$ cat src/rtl/div_pkg.sv
// Shared definitions for the divider chain: measurement FSM states, default sizing, clogb2.
package div_pkg;

    typedef enum logic [1:0] {
        ST_IDLE  = 2'd0,
        ST_ARM   = 2'd1,
        ST_RUN   = 2'd2,
        ST_STUCK = 2'd3
    } state_e;

    localparam int unsigned DEF_CW      = 8;
    localparam int unsigned DEF_TIMEOUT = 255;

    // Ceiling log2; returns 0 for values 0 and 1.
    function automatic int unsigned clogb2(input int unsigned value);
        int unsigned res;
        longint unsigned pow;
        res = 0;
        pow = 1;
        while (pow < longint'(value)) begin
            pow = pow << 1;
            res = res + 1;
        end
        return res;
    endfunction

endpackage

$ cat src/rtl/div_meas_edge_sync.sv
// Input stage for div_meas: sampling register, delayed copy and rising-edge detect.
// Macro DIV_MEAS_SYNC_EN adds a 2-flop synchronizer ahead of the sampling register.
module edge_sync (
    input  logic clk,
    input  logic rst,
    input  logic sig_in,
    output logic s,
    output logic rise
);

    logic s_in;
    logic s_q, s_d;
    logic s_dly_q, s_dly_d;

`ifdef DIV_MEAS_SYNC_EN
    logic [1:0] sync_q, sync_d;

    always_comb begin
        sync_d = {sync_q[0], sig_in};
    end

    always_ff @(posedge clk) begin
        if (rst) begin
            sync_q <= '0;
        end else begin
            sync_q <= sync_d;
        end
    end

    assign s_in = sync_q[1];
`else
    assign s_in = sig_in;
`endif

    always_comb begin
        s_d     = s_in;
        s_dly_d = s_q;
    end

    always_ff @(posedge clk) begin
        if (rst) begin
            s_q     <= 1'b0;
            s_dly_q <= 1'b0;
        end else begin
            s_q     <= s_d;
            s_dly_q <= s_dly_d;
        end
    end

    assign s    = s_q;
    assign rise = s_q & ~s_dly_q;

endmodule

$ cat src/rtl/div_meas.sv
// Period / high-time / lock / stuck monitor for a slow divider output sampled in the clk domain.
// Macro DIV_MEAS_SYNC_EN: synchronize an asynchronous sig_in (adds 2 cycles of latency).
module div_meas
    import div_pkg::*;
#(
    parameter int unsigned CW      = DEF_CW,
    parameter int unsigned TIMEOUT = DEF_TIMEOUT
) (
    input  logic          clk,
    input  logic          rst,
    input  logic          sig_in,
    output logic [CW-1:0] period,
    output logic [CW-1:0] high_cnt,
    output logic          meas_valid,
    output logic          locked,
    output logic          stuck
);

    localparam logic [CW-1:0] CNT_MAX   = '1;
    localparam logic [CW-1:0] CNT_ONE   = CW'(1);
    localparam logic [CW-1:0] TIMEOUT_C = CW'(TIMEOUT);

    logic s;
    logic rise;

    state_e        state_q, state_d;
    logic [CW-1:0] per_cnt_q, per_cnt_d;
    logic [CW-1:0] hi_cnt_q, hi_cnt_d;
    logic [CW-1:0] period_q, period_d;
    logic [CW-1:0] high_q, high_d;
    logic          meas_valid_q, meas_valid_d;
    logic          locked_q, locked_d;
    logic          stuck_q, stuck_d;
    logic          publish;

    edge_sync u_edge_sync (
        .clk    (clk),
        .rst    (rst),
        .sig_in (sig_in),
        .s      (s),
        .rise   (rise)
    );

    always_comb begin
        per_cnt_d = per_cnt_q;
        hi_cnt_d  = hi_cnt_q;
        if (rise) begin
            per_cnt_d = CNT_ONE;
            hi_cnt_d  = CNT_ONE;
        end else begin
            if (per_cnt_q != CNT_MAX) begin
                per_cnt_d = per_cnt_q + CNT_ONE;
            end
            if (s && (hi_cnt_q != CNT_MAX)) begin
                hi_cnt_d = hi_cnt_q + CNT_ONE;
            end
        end
    end

    // A rise always wins over the timeout, so period == TIMEOUT is still published.
    always_comb begin
        state_d      = state_q;
        period_d     = period_q;
        high_d       = high_q;
        meas_valid_d = 1'b0;
        locked_d     = locked_q;
        stuck_d      = stuck_q;
        publish      = 1'b0;

        case (state_q)
            ST_IDLE: begin
                if (rise) begin
                    state_d = ST_ARM;
                end
            end
            ST_ARM, ST_RUN: begin
                if (rise) begin
                    publish = 1'b1;
                    state_d = ST_RUN;
                end else if (per_cnt_q == TIMEOUT_C) begin
                    state_d  = ST_STUCK;
                    stuck_d  = 1'b1;
                    locked_d = 1'b0;
                end
            end
            ST_STUCK: begin
                if (rise) begin
                    state_d = ST_ARM;
                    stuck_d = 1'b0;
                end
            end
            default: begin
                state_d = ST_IDLE;
            end
        endcase

        if (publish) begin
            period_d     = per_cnt_q;
            high_d       = hi_cnt_q;
            meas_valid_d = 1'b1;
            locked_d     = (per_cnt_q == period_q);
        end
    end

    always_ff @(posedge clk) begin
        if (rst) begin
            state_q      <= ST_IDLE;
            per_cnt_q    <= '0;
            hi_cnt_q     <= '0;
            period_q     <= '0;
            high_q       <= '0;
            meas_valid_q <= 1'b0;
            locked_q     <= 1'b0;
            stuck_q      <= 1'b0;
        end else begin
            state_q      <= state_d;
            per_cnt_q    <= per_cnt_d;
            hi_cnt_q     <= hi_cnt_d;
            period_q     <= period_d;
            high_q       <= high_d;
            meas_valid_q <= meas_valid_d;
            locked_q     <= locked_d;
            stuck_q      <= stuck_d;
        end
    end

    assign period     = period_q;
    assign high_cnt   = high_q;
    assign meas_valid = meas_valid_q;
    assign locked     = locked_q;
    assign stuck      = stuck_q;

endmodule
$ cat config.mk
export PLATFORM = sky130hd
export DESIGN_NAME = div_meas
export DESIGN_NICKNAME = d
export VERILOG_FILES = /design/src/rtl/div_pkg.sv /design/src/rtl/div_meas_edge_sync.sv /design/src/rtl/div_meas.sv
export SDC_FILE = /design/constraint.sdc
export NUM_CORES = 1
export LEC_CHECK = 0
export BUFFER_PORTS_ARGS = -buffer_cell sky130_fd_sc_hd__buf_4
export CORE_ASPECT_RATIO = 1.75
export CORE_UTILIZATION = 50
export DETAILED_ROUTE_END_ITERATION = 8
export PLACE_DENSITY = 0.75
export SETUP_SLACK_MARGIN = 0.15
export SLEW_MARGIN = 20
export SYNTH_ARGS = -nofsm -noshare
export SYNTH_HDL_FRONTEND = slang
export SYNTH_SLANG_ARGS = --single-unit
$ cat constraint.sdc
create_clock -name clk -period 1.5 [get_ports clk]
set_input_delay 0.225 -clock clk [delete_from_list [all_inputs] [get_ports clk]]
set_output_delay 0.225 -clock clk [all_outputs]
set_load 0.02 [all_outputs]
==> flow_summary.ini <==
[place]
dp_hpwl_um = 2462
io_buffer_count = 21
gp_congestion = 0.8290

[cts]
cts_buffer_depth = 2
clk_pin_slew_worst_paths_ns = 0.07
numCtsBuffers = 5
cts_tree = done
htree_levels = 2
hold_buffers = 0
ctsRootBufferMaster = clkbuf_8
clock-sinks = 39
worst_skew_pair.late_latency_ns = 0.29

[floorplan]
die-height_um = 77.60
initial_utilization_pct = 51.97
dieArea_mm2 = 0.003507
fp.coreArea_mm2 = 0.003142
num_io_pins = 22
num_rows = 27
die_x_um = 45.20

[detailed_routing]
drtPass1Iterations = 4
drcViolationCount = 0
routed_wl_um = 3393
ant_nets = 0
routedWlPerCell_um = 14.20
via_count = 1313
vias_per_cell = 5.494
drt_iter0_drc = 34

[global_route]
first_global_vias = 1295
antenna_found_initial = 0
grtUsageTotal_pct = 22.10
grt-ovfl-total = 0
grt_pass1_wl_um = 5706
grt_max_degree = 14

[cells_and_area]
layout-drive-gt1-share_pct = 31.63
synthToLayoutAreaGrowth_pct = 25.21
final_util_pct = 65.07
fillCellCount = 256
layout_commonest_cell = buf_4
multi_input_area_um2 = 822.0
nets = 202
layout_common_cells = buf_4, dfxtp_1, a22o_1
antenna-diode-count = 0
regArea_um2 = 795.8

[power_and_ir_drop]
leakagePower_nw = 0.8036
pwr-share-seq_pct = 57.2
intPower_w = 0.001438
pwr-share-clk_pct = 35.3
finalPower_w = 0.001871
pwr-share-comb_pct = 7.5
netSwitchingPower_w = 0.0004333
ir_worst_vdd_uv = 1004
switching_share_pct = 23.15
powerDensity_mw_per_mm2 = 915.2

[yosys]
yosysWarnings = 0
synth_cell_types = 38
ys_ff_latch = 39
syn_inst = 161
netlist_top_cells_area = dfxtp_1, a22o_1, xnor2_1
ys_seq_area_share_pct = 47.82
synth.avg_cell_area_um2 = 10.14
synth.top_cell.area_share_pct = 47.82
synth_nets = 167
netlist_area_mm2 = 0.001633
synth_top_area_cell = dfxtp_1

[critical_path]
arrival_ns = 1.52
path_class = reg2reg
path_max_fanout = 4
crit_buf_inv = 0
crit_chain = ha_4, and4_4, and3_4, o21ai_2, a32o_1
crit_slowest_cell = dfxtp_4
cp_top_family = simple AND/OR/NAND/NOR gates
cp-end-kind = flip-flop
crit_required_ns = 1.69
cp-start-kind = flip-flop
slowest_delay_ns = 0.36

[status]
status = complete, no violations

[timing]
hold_viol = 0
worst_pin_slew_ns = 0.3359
rsz0062_at_grt = yes
period_minus_slack_ns = 1.333
drv_slew = 0
clock_skew_ns = 0.003918
finalSetupViolCount = 0
slew_headroom_pct = 77.57
finalCritPeriodShare_pct = 88.88
finalSetupTns_ns = 0
fmax_mhz = 750.0

[min_path]
hp-class = in2reg

[job]
maxCapViolations = 0
-- path summary, 6_finish.rpt --
| path | end | from | depth (start not counted) | slack, ns |
|---|---|---|---|---|
| setup / recovery | locked | per_cnt_q[1] | 5 | 0.17 |
| hold / removal | u_edge_sync.s | sig_in | 2 | 0.14 |
| setup reg to reg | locked | per_cnt_q[1] | 5 | 0.17 |
| hold reg to reg | high_cnt[3] | high_cnt[3] | 1 | 0.48 |
-- through the flow --
step | setup WS (ns) | hold slack [ns] | instances | instance area (µm²)
after floorplan | 0.1414 | 0.3532 | 161 | 1665
after global placement | 0.1079 | 0.4344 | 226 | 1883
after detailed placement | 0.07275 | 0.4461 | 226 | 1883
after CTS | 0.1497 | 0.1371 | 237 | 2019
after global routing | 0.1053 | 0.1489 | 239 | 2044
final | 0.1667 | 0.1410 | 239 | 2044
-- power groups by stage --
stage,clock network (W),registers (W),logic [W]
6_report,0.000660,0.00107,0.000140
4_1_cts,0.000680,0.00107,0.000136
5_1_grt,0.000715,0.00107,0.000156
3_5_place_dp,0,0.00110,0.000121
3_3_place_gp,0,0.00109,0.000117
2_1_floorplan,0,0.00109,0.0000890
-- layout make-up --
cell class | count | share of cell area, %
clock buffer | 7 | 3.733
timing repair buffer | 37 | 13.59
tap | 43 | 2.632
sequential | 39 | 38.92
multi-input combinational | 108 | 40.21
inverter | 5 | 0.9180
-- layer usage --
layer	vias up	global-route usage (%)	part of all wire, %
met5	-	0	0
met4	0	10.00	2.4
met3	7	6.047	3.3
met2	31	38.99	55
met1	630	22.76	39
li1	645	-	-
-- what timing repair did --
item,4_1_cts,5_1_grt
setup buffers,4,2
pin swaps,3,3
setup endpoints to repair,6,6
gates resized for setup,7,3
-- synth_stat cells, drive strengths merged --
| master | count |
|---|---|
| nand3 | 4 |
| clkbuf | 1 |
| a32o | 1 |
| nor2 | 8 |
| buf | 8 |
| mux2i | 1 |
| a221oi | 1 |
| o31ai | 2 |
| and2b | 1 |
| ha | 3 |
| and2 | 2 |
| a31o | 1 |
| nor3 | 1 |
| xor2 | 4 |
| xnor2 | 11 |
| inv | 5 |
| and4 | 2 |
| a311oi | 1 |
| o21ai | 6 |
| nor2b | 3 |
| o2111ai | 1 |
| a21oi | 13 |
| a211oi | 1 |
| nand2 | 12 |
| dfxtp | 39 |
| or3 | 2 |
| and3 | 4 |
| nand4 | 7 |
| a22o | 16 |
-- sequential cells by signal (all words and copies together), names as in the netlist --
name,count
meas_valid,1
state_q,2
period,8
per_cnt_q,8
hi_cnt_q,8
stuck,1
u_edge_sync.s,1
locked,1
u_edge_sync.s_dly_q,1
high_cnt,8
-- kinds of logic after synthesis --
logic type	after synthesis	synth area share [%]
simple gates	46	16.17
compound gates	43	19.69
flops	39	47.82
xor+xnor	15	8.046
buf+inv	14	5.364
fa+ha+maj	3	2.299
mux	1	0.6131
Note: power is estimated with default switching activity, not from simulation.
